## config.mk

```make
export PLATFORM = sky130hd
export DESIGN_NAME = ps2_host_tx_flat
export DESIGN_NICKNAME = d
export VERILOG_FILES = /design/src/rtl/ps2_host_tx_if.sv /design/src/rtl/ps2_host_tx.sv /design/src/flat_wrapper.sv
export SDC_FILE = /design/constraint.sdc
export NUM_CORES = 1
export LEC_CHECK = 0
export CAP_MARGIN = 15
export CELL_PAD_IN_SITES_DETAIL_PLACEMENT = 0
export CELL_PAD_IN_SITES_GLOBAL_PLACEMENT = 1
export CORE_ASPECT_RATIO = 1.2
export CORE_MARGIN = 2
export CORE_UTILIZATION = 30
export CTS_BUF_LIST = sky130_fd_sc_hd__clkbuf_16
export CTS_CLUSTER_SIZE = 12
export DETAILED_ROUTE_END_ITERATION = 8
export GPL_TIMING_DRIVEN = 0
export HOLD_SLACK_MARGIN = 0.02
export PLACE_DENSITY = 0.68
export SLEW_MARGIN = 20
export SYNTH_ARGS = -nofsm -noshare
export SYNTH_HDL_FRONTEND = slang
export SYNTH_SLANG_ARGS = --single-unit
```

## constraint.sdc

```tcl
create_clock -name clk_chipset -period 5.27 [get_ports clk_chipset]
set_input_delay 0.7905 -clock clk_chipset [delete_from_list [all_inputs] [get_ports clk_chipset]]
set_output_delay 0.7905 -clock clk_chipset [all_outputs]
set_load 0.01 [all_outputs]
```

## src/rtl/ps2_host_tx_if.sv

```systemverilog
// Host-side command channel of the PS/2 transmitter.
// master: the block that issues command bytes; slave: ps2_host_tx itself.
interface ps2_host_tx_if;
    logic [7:0] tx_data;   // byte to send
    logic       tx_valid;  // request, taken when tx_valid && tx_ready
    logic       tx_ready;  // transmitter idle and able to accept
    logic       tx_done;   // one-cycle pulse: frame sent, device acknowledged
    logic       tx_error;  // one-cycle pulse: timeout or bad acknowledge
    logic       busy;      // host frame in progress; receiver must ignore the line

    modport master (
        output tx_data, tx_valid,
        input  tx_ready, tx_done, tx_error, busy
    );

    modport slave (
        input  tx_data, tx_valid,
        output tx_ready, tx_done, tx_error, busy
    );
endinterface

```

## src/rtl/ps2_host_tx.sv

```systemverilog
// Host-to-device PS/2 transmitter (send side of the keyboard port).
// Frame: inhibit clock, request-to-send, shift 8 data + odd parity + stop
// on device clock falls, then check the device acknowledge bit.
// Pin outputs are pull-low enables for open-collector pads.
// Optional feature: define PS2_TX_GLITCH_FILTER_EN to debounce the synced
// PS/2 clock over FILTER_CYC samples before edge detection.
module ps2_host_tx #(
    parameter int unsigned CLK_FREQ_HZ = 50_000_000,
    parameter int unsigned INHIBIT_US  = 100,
    parameter int unsigned TIMEOUT_US  = 15_000,
    parameter int unsigned FILTER_CYC  = 8
) (
    input  logic         clk_chipset,
    input  logic         reset,
    ps2_host_tx_if.slave tx,
    input  logic         ps2_clk_in,
    input  logic         ps2_data_in,
    output logic         ps2_clk_oe,
    output logic         ps2_data_oe
);

    // 64-bit arithmetic: TIMEOUT_US * CLK_FREQ_HZ overflows 32 bits at default values.
    localparam logic [63:0] INHIBIT_CYC = 64'(INHIBIT_US) * 64'(CLK_FREQ_HZ) / 64'd1_000_000;
    localparam logic [63:0] TIMEOUT_CYC = 64'(TIMEOUT_US) * 64'(CLK_FREQ_HZ) / 64'd1_000_000;
    localparam int          TO_W        = $clog2(TIMEOUT_CYC + 64'd1);
    localparam logic [TO_W-1:0] INH_LAST = TO_W'(INHIBIT_CYC - 64'd1);
    localparam logic [TO_W-1:0] TO_LAST  = TO_W'(TIMEOUT_CYC - 64'd1);

    // The frame counter doubles as the inhibit timer, so inhibit must end well before timeout.
    if (FILTER_CYC == 0 || INHIBIT_CYC == 0 || INHIBIT_CYC >= TIMEOUT_CYC) begin : g_bad_cfg
        $error("ps2_host_tx: inconsistent timing parameters");
    end

    typedef enum logic [2:0] {
        ST_IDLE,
        ST_INHIBIT,
        ST_REQ,
        ST_SHIFT,
        ST_ACK,
        ST_WAIT_IDLE
    } state_e;

    state_e          state_q, state_d;
    logic [9:0]      shreg_q, shreg_d;     // {stop, parity, data}, LSB goes out first
    logic [3:0]      bit_cnt_q, bit_cnt_d;
    logic [TO_W-1:0] to_q, to_d;           // cycles since accept
    logic            clk_oe_q, clk_oe_d;
    logic            data_oe_q, data_oe_d;
    logic            done_q, done_d;
    logic            error_q, error_d;

    logic clk_meta_q, clk_sync_q, data_meta_q, data_sync_q;
    logic clk_lvl;      // conditioned clock level used for edge detection
    logic clk_lvl_q;    // clk_lvl one cycle earlier
    logic fall;

    // Two-flop synchronizers for the asynchronous pin levels; idle bus reads high.
    // NOTE: sequential state uses non-blocking assignments so every flop samples pre-edge values.
    always_ff @(posedge clk_chipset) begin
        if (reset) begin
            clk_meta_q  <= 1'b1;
            clk_sync_q  <= 1'b1;
            data_meta_q <= 1'b1;
            data_sync_q <= 1'b1;
        end else begin
            clk_meta_q  <= ps2_clk_in;
            clk_sync_q  <= clk_meta_q;
            data_meta_q <= ps2_data_in;
            data_sync_q <= data_meta_q;
        end
    end

`ifdef PS2_TX_GLITCH_FILTER_EN
    localparam int FC_W = $clog2(FILTER_CYC + 1);
    logic [FC_W-1:0] flt_cnt_q;
    logic            clk_flt_q;

    // Adopt a new clock level only after FILTER_CYC consecutive samples disagree with the held one.
    always_ff @(posedge clk_chipset) begin
        if (reset) begin
            flt_cnt_q <= '0;
            clk_flt_q <= 1'b1;
        end else if (clk_sync_q == clk_flt_q) begin
            flt_cnt_q <= '0;
        end else if (flt_cnt_q == FC_W'(FILTER_CYC - 1)) begin
            flt_cnt_q <= '0;
            clk_flt_q <= clk_sync_q;
        end else begin
            flt_cnt_q <= flt_cnt_q + FC_W'(1);
        end
    end

    assign clk_lvl = clk_flt_q;
`else
    assign clk_lvl = clk_sync_q;
`endif

    // Previous clock level, for falling-edge detection.
    always_ff @(posedge clk_chipset) begin
        if (reset) clk_lvl_q <= 1'b1;
        else       clk_lvl_q <= clk_lvl;
    end

    assign fall = clk_lvl_q & ~clk_lvl;

    // Frame state and registered pin/pulse outputs (registered so the pads never glitch).
    always_ff @(posedge clk_chipset) begin
        if (reset) begin
            state_q   <= ST_IDLE;
            shreg_q   <= '0;
            bit_cnt_q <= '0;
            to_q      <= '0;
            clk_oe_q  <= 1'b0;
            data_oe_q <= 1'b0;
            done_q    <= 1'b0;
            error_q   <= 1'b0;
        end else begin
            state_q   <= state_d;
            shreg_q   <= shreg_d;
            bit_cnt_q <= bit_cnt_d;
            to_q      <= to_d;
            clk_oe_q  <= clk_oe_d;
            data_oe_q <= data_oe_d;
            done_q    <= done_d;
            error_q   <= error_d;
        end
    end

    // Next-state logic: timeout overrides any clock event in the same cycle.
    always_comb begin
        // NOTE: every output gets a default first so no path leaves a latch behind.
        state_d   = state_q;
        shreg_d   = shreg_q;
        bit_cnt_d = bit_cnt_q;
        to_d      = to_q;
        clk_oe_d  = clk_oe_q;
        data_oe_d = data_oe_q;
        done_d    = 1'b0;
        error_d   = 1'b0;

        if (state_q != ST_IDLE) begin
            to_d = to_q + TO_W'(1);
        end

        if (state_q != ST_IDLE && to_q == TO_LAST) begin
            state_d   = ST_IDLE;
            clk_oe_d  = 1'b0;
            data_oe_d = 1'b0;
            error_d   = 1'b1;
        end else begin
            unique case (state_q)
                ST_IDLE: begin
                    clk_oe_d  = 1'b0;
                    data_oe_d = 1'b0;
                    if (tx.tx_valid) begin
                        shreg_d  = {1'b1, ~^tx.tx_data, tx.tx_data};
                        to_d     = '0;
                        clk_oe_d = 1'b1;
                        state_d  = ST_INHIBIT;
                    end
                end
                ST_INHIBIT: begin
                    if (to_q == INH_LAST) begin
                        data_oe_d = 1'b1;   // start bit
                        state_d   = ST_REQ;
                    end
                end
                ST_REQ: begin
                    clk_oe_d  = 1'b0;       // hand the clock to the device
                    bit_cnt_d = '0;
                    state_d   = ST_SHIFT;
                end
                ST_SHIFT: begin
                    if (fall) begin
                        data_oe_d = ~shreg_q[0];
                        shreg_d   = {1'b0, shreg_q[9:1]};
                        bit_cnt_d = bit_cnt_q + 4'd1;
                        if (bit_cnt_q == 4'd9) state_d = ST_ACK;
                    end
                end
                ST_ACK: begin
                    if (fall) begin
                        if (data_sync_q) begin
                            error_d = 1'b1;
                            state_d = ST_IDLE;
                        end else begin
                            state_d = ST_WAIT_IDLE;
                        end
                    end
                end
                ST_WAIT_IDLE: begin
                    if (clk_lvl && data_sync_q) begin
                        done_d  = 1'b1;
                        state_d = ST_IDLE;
                    end
                end
                default: begin
                    clk_oe_d  = 1'b0;
                    data_oe_d = 1'b0;
                    state_d   = ST_IDLE;
                end
            endcase
        end
    end

    assign tx.tx_ready  = (state_q == ST_IDLE);
    assign tx.busy      = (state_q != ST_IDLE);
    assign tx.tx_done   = done_q;
    assign tx.tx_error  = error_q;
    assign ps2_clk_oe   = clk_oe_q;
    assign ps2_data_oe  = data_oe_q;

endmodule
```

## src/flat_wrapper.sv

```systemverilog
// flat-port wrapper written by rule: the top's interface ports become plain ports
module ps2_host_tx_flat 
#(
    parameter int unsigned CLK_FREQ_HZ = 50_000_000,
    parameter int unsigned INHIBIT_US  = 100,
    parameter int unsigned TIMEOUT_US  = 15_000,
    parameter int unsigned FILTER_CYC  = 8
)
  (clk_chipset, reset, ps2_clk_in, ps2_data_in, ps2_clk_oe, ps2_data_oe, tx_tx_data, tx_tx_valid, tx_tx_ready, tx_tx_done, tx_tx_error, tx_busy);
  ps2_host_tx_if tx_i ();
  input  logic clk_chipset;
  input  logic reset;
  input  logic ps2_clk_in;
  input  logic ps2_data_in;
  output logic ps2_clk_oe;
  output logic ps2_data_oe;
  input wire logic [$bits(tx_i.tx_data)-1:0] tx_tx_data;
  input wire logic [$bits(tx_i.tx_valid)-1:0] tx_tx_valid;
  output wire logic [$bits(tx_i.tx_ready)-1:0] tx_tx_ready;
  output wire logic [$bits(tx_i.tx_done)-1:0] tx_tx_done;
  output wire logic [$bits(tx_i.tx_error)-1:0] tx_tx_error;
  output wire logic [$bits(tx_i.busy)-1:0] tx_busy;
  assign tx_i.tx_data = tx_tx_data;
  assign tx_i.tx_valid = tx_tx_valid;
  assign tx_tx_ready = tx_i.tx_ready;
  assign tx_tx_done = tx_i.tx_done;
  assign tx_tx_error = tx_i.tx_error;
  assign tx_busy = tx_i.busy;
  ps2_host_tx #(.CLK_FREQ_HZ(CLK_FREQ_HZ), .INHIBIT_US(INHIBIT_US), .TIMEOUT_US(TIMEOUT_US), .FILTER_CYC(FILTER_CYC)) u_core (.clk_chipset(clk_chipset), .reset(reset), .tx(tx_i), .ps2_clk_in(ps2_clk_in), .ps2_data_in(ps2_data_in), .ps2_clk_oe(ps2_clk_oe), .ps2_data_oe(ps2_data_oe));
endmodule
```

==> impl_metrics.toml, run 1 <==
[status]
status = "complete, no violations"

[grt]
grt_use_total_pct = 14.6
grt_first_pass_wirelength_mm = 10.2
grt_max_degree = 16
grt_pass1_vias = 2000
gr-total-overflow = 0
antenna_found_initial = 0

[cts]
htree_levels = 2
root_buffer = "clkbuf_16"
clk_pin_slew_ns = 0.06
ctsHoldBuffers = 0
cts_tree = "yes"
cts_buffers = 5
postCtsResizedCells = 0
clk_path_buf_depth = 2
cts_setup_buffers = 0
worstSkewPairLatency_ns = 0.29
clock-sinks = 46

[final_layout]
drive_above_1_share_pct = 12.7
area_delta_synth_final_pct = 19.2
final_cells = 399
fin_nets = 323
final_cell_mix = "dfxtp_1 (46), nor2_1 (31), a21oi_1 (24), nand2_1 (24), clkdlybuf4s50_1 (18)"
fin_area_mm2 = 0.00288
diodes = 0
nFillCells = 829
layout_commonest_cell = "dfxtp_1"

[place]
postPlaceCellArea_mm2 = 0.00271
gp_congestion = 0.813
hpwl_mm = 4.25
dpl.cell_count = 391
portBuffers = 18

[timing]
finClkSkew_ns = 0.00646
min_period_ns = 3.21
setup-violations-final = 0
rsz0062_at_grt = "no"
fmax_ghz = 0.312
hold_viol = 0
setup_tns_ns = 0
max_slew_margin_pct = 51.5
slew_violations = 0
worst_pin_slew_ns = 0.726
period_share_pct = 60.8
whs_ns = 0.411

[pwr]
switchingPower_mw = 0.204
seqPwrFrac_pct = 44.1
power.leakage_nw = 0.954
sw_frac_of_total_pct = 24.5
p_per_area_mw_per_mm2 = 289
total_power_mw = 0.832
p_int_mw = 0.629
clkPwrFrac_pct = 44.1
p_comb_share_pct = 11.9
ir_drop_v = 0.000107

[synth]
synth_nets = 298
synth_edf_count = 0
synth_area_leaders = "dfxtp_1 (38%), a21oi_1 (5.0%), mux2i_1 (5.0%)"
ys_seq_elements = 46
yosysWarningCount = 0
synth_top_cell_area_share_pct = 38.2
ys_types = 49
syn_avg_cell_area_um2 = 8.59
syn_inst = 281
ys.flop_type = "dfxtp_1"
synth_top_area_cell = "dfxtp_1"
yosysSeqAreaShare_pct = 38.2
async_flop_share_pct = 0
syn_area_mm2 = 0.00241

[floorplanning]
die_h_um = 102
num_rows = 35
initial_core_util_pct = 31.1
dieArea_mm2 = 0.00878
die_w_um = 85.9
fp.coreArea_mm2 = 0.00775
boundaryPins = 19

[worst_hold_path]
hold_path.class = "register to register"

[critical_path]
critPathMaxStageDelay_ns = 0.65
crit_type = "register to primary output"
critical-path-slowest-cell = "clkdlybuf4s50_1"
path_delay_family = "buffers and inverters"
worstPathMaxFanout = 10
crit_arrival_ns = 2.42
crit_chain = "buf_6, or3_4, buf_6, clkinv_4, clkbuf_1, clkdlybuf4s50_1"
startpoint_type = "register"
cp_common_cell = "buf_6"
cp-end-kind = "primary output"
worstPathRequired_ns = 4.48
worstPathBufferInverterCount = 5

[drt]
viasPerCell = 5.38
met2_length_mm = 2.80
wl_met1_mm = 2.93
ant_nets = 0
top_layer = "met4"
wire_per_inst_um = 15.0
wl_met3_um = 145
dr_total_vias = 2145
drtPass1Iterations = 4
drtIter0Drc = 85
drcViolationCount = 0
routed_wl_mm = 6.00

[flow_run]
maxCapViolCount = 0
[registers in the layout (all words and copies together), names as in the netlist]
name and count:
u_core.state_q 3, u_core.data_sync_q 1, u_core.shreg_q 10, u_core.clk_lvl 1
u_core.to_q 20, u_core.ps2_data_oe 1, u_core.clk_meta_q 1, u_core.data_meta_q 1
u_core.clk_lvl_q 1, u_core.tx.tx_done 1, u_core.ps2_clk_oe 1, u_core.tx.tx_error 1
u_core.bit_cnt_q 4
[through the flow]
stage                     util, %  setup WS [ns]
after floorplan                 -           3.19
after global placement       34.9           2.37
after detailed placement     34.9           2.39
after CTS                    37.1           2.06
after global routing         37.1           1.99
final                        37.1           2.06
[cell type report]
class,count,area [um2],area share (%)
multi-input combinational,217,1390,48.4
sequential,46,921,32.0
inverter,3,16.3,0.565
tap,92,115,4.00
clock buffer,5,125,4.35
buffer,15,83.8,2.91
timing repair buffer,18,180,6.26
clock inverter,3,43.8,1.52
[cells in the mapped netlist (5+ instances only)]
| master | number |
|---|---|
| a211oi_1 | 11 |
| clkbuf_1 | 10 |
| nor3_1 | 7 |
| nand4_1 | 7 |
| a21oi_1 | 24 |
| nand3b_1 | 5 |
| xnor2_1 | 7 |
| mux2i_1 | 12 |
| or2_2 | 9 |
| nand2_1 | 24 |
| nand2b_1 | 5 |
| o21ai_0 | 7 |
| nor2_1 | 31 |
| mux2_2 | 6 |
| and3_1 | 6 |
| dfxtp_1 | 46 |
| nand3_1 | 14 |
[routing by layer]
metal / global-route usage [%] / vias up
met1: 19.4 / 1026
met2: 23.8 / 35
met4: 5.25 / 0
met5: 0 / -
li1: - / 1073
met3: 2.58 / 11
[worst paths after layout]
path	start	to	slack (ns)	depth (start not counted)
max	u_core.state_q[0]$_SDFFE_PP0P_	tx_tx_ready	2.06	6
min reg2reg	u_core.clk_meta_q$_SDFF_PP1_	u_core.clk_lvl$_SDFF_PP1_	0.41	1
max reg2reg	u_core.state_q[0]$_SDFFE_PP0P_	u_core.shreg_q[9]$_SDFFE_PP0P_	3.00	9
min	u_core.clk_meta_q$_SDFF_PP1_	u_core.clk_lvl$_SDFF_PP1_	0.41	1
[power by group through the flow]
stage / Combinational, mW / Sequential [mW] / Clock, mW
after detailed placement: 0.0989 / 0.375 / 0
after CTS: 0.0994 / 0.367 / 0.375
after global placement: 0.0991 / 0.374 / 0
after global routing: 0.109 / 0.368 / 0.389
after floorplan: 0.0642 / 0.374 / 0
final: 0.0989 / 0.367 / 0.367
[kinds of logic after synthesis]
kind of cell    after synthesis  share of synthesized area (%)
simple gates                128                           28.4
compound gates               60                           17.0
flops                        46                           38.2
buf+inv                      18                           4.15
mux                          18                           7.78
xor+xnor                      7                           2.54
fa+ha+maj                     4                           2.07
[worst register-to-register path: stages (launching register included)]
cell      delay, ns
dfxtp_1        0.31
buf_6          0.13
or3_4          0.38
buf_6          0.15
clkinv_4       0.06
nor4b_2        0.07
a211oi_2       0.63
buf_4          0.30
o22ai_1        0.09
nor2_1         0.09
Power figures use the tool's default switching activity.
==> run 2: changes to the inputs <==
==> constraint.sdc (replaced) <==
create_clock -name clk_chipset -period 3.3 [get_ports clk_chipset]
set_input_delay 0.495 -clock clk_chipset [delete_from_list [all_inputs] [get_ports clk_chipset]]
set_output_delay 0.495 -clock clk_chipset [all_outputs]
set_load 0.01 [all_outputs]
==> results of run 2 <==
Same layout as run 1 (identical final DEF). Status: complete, no violations.
Main changes from that run: setup slack after placement 2.39 ns -> 0.713 ns; setup slack after layout 2.06 ns -> 0.390 ns; register-to-register setup slack 3.00 ns -> 1.03 ns; total power 0.832 mW -> 1.33 mW; worst IR drop on VDD 0.000107 V -> 0.000171 V
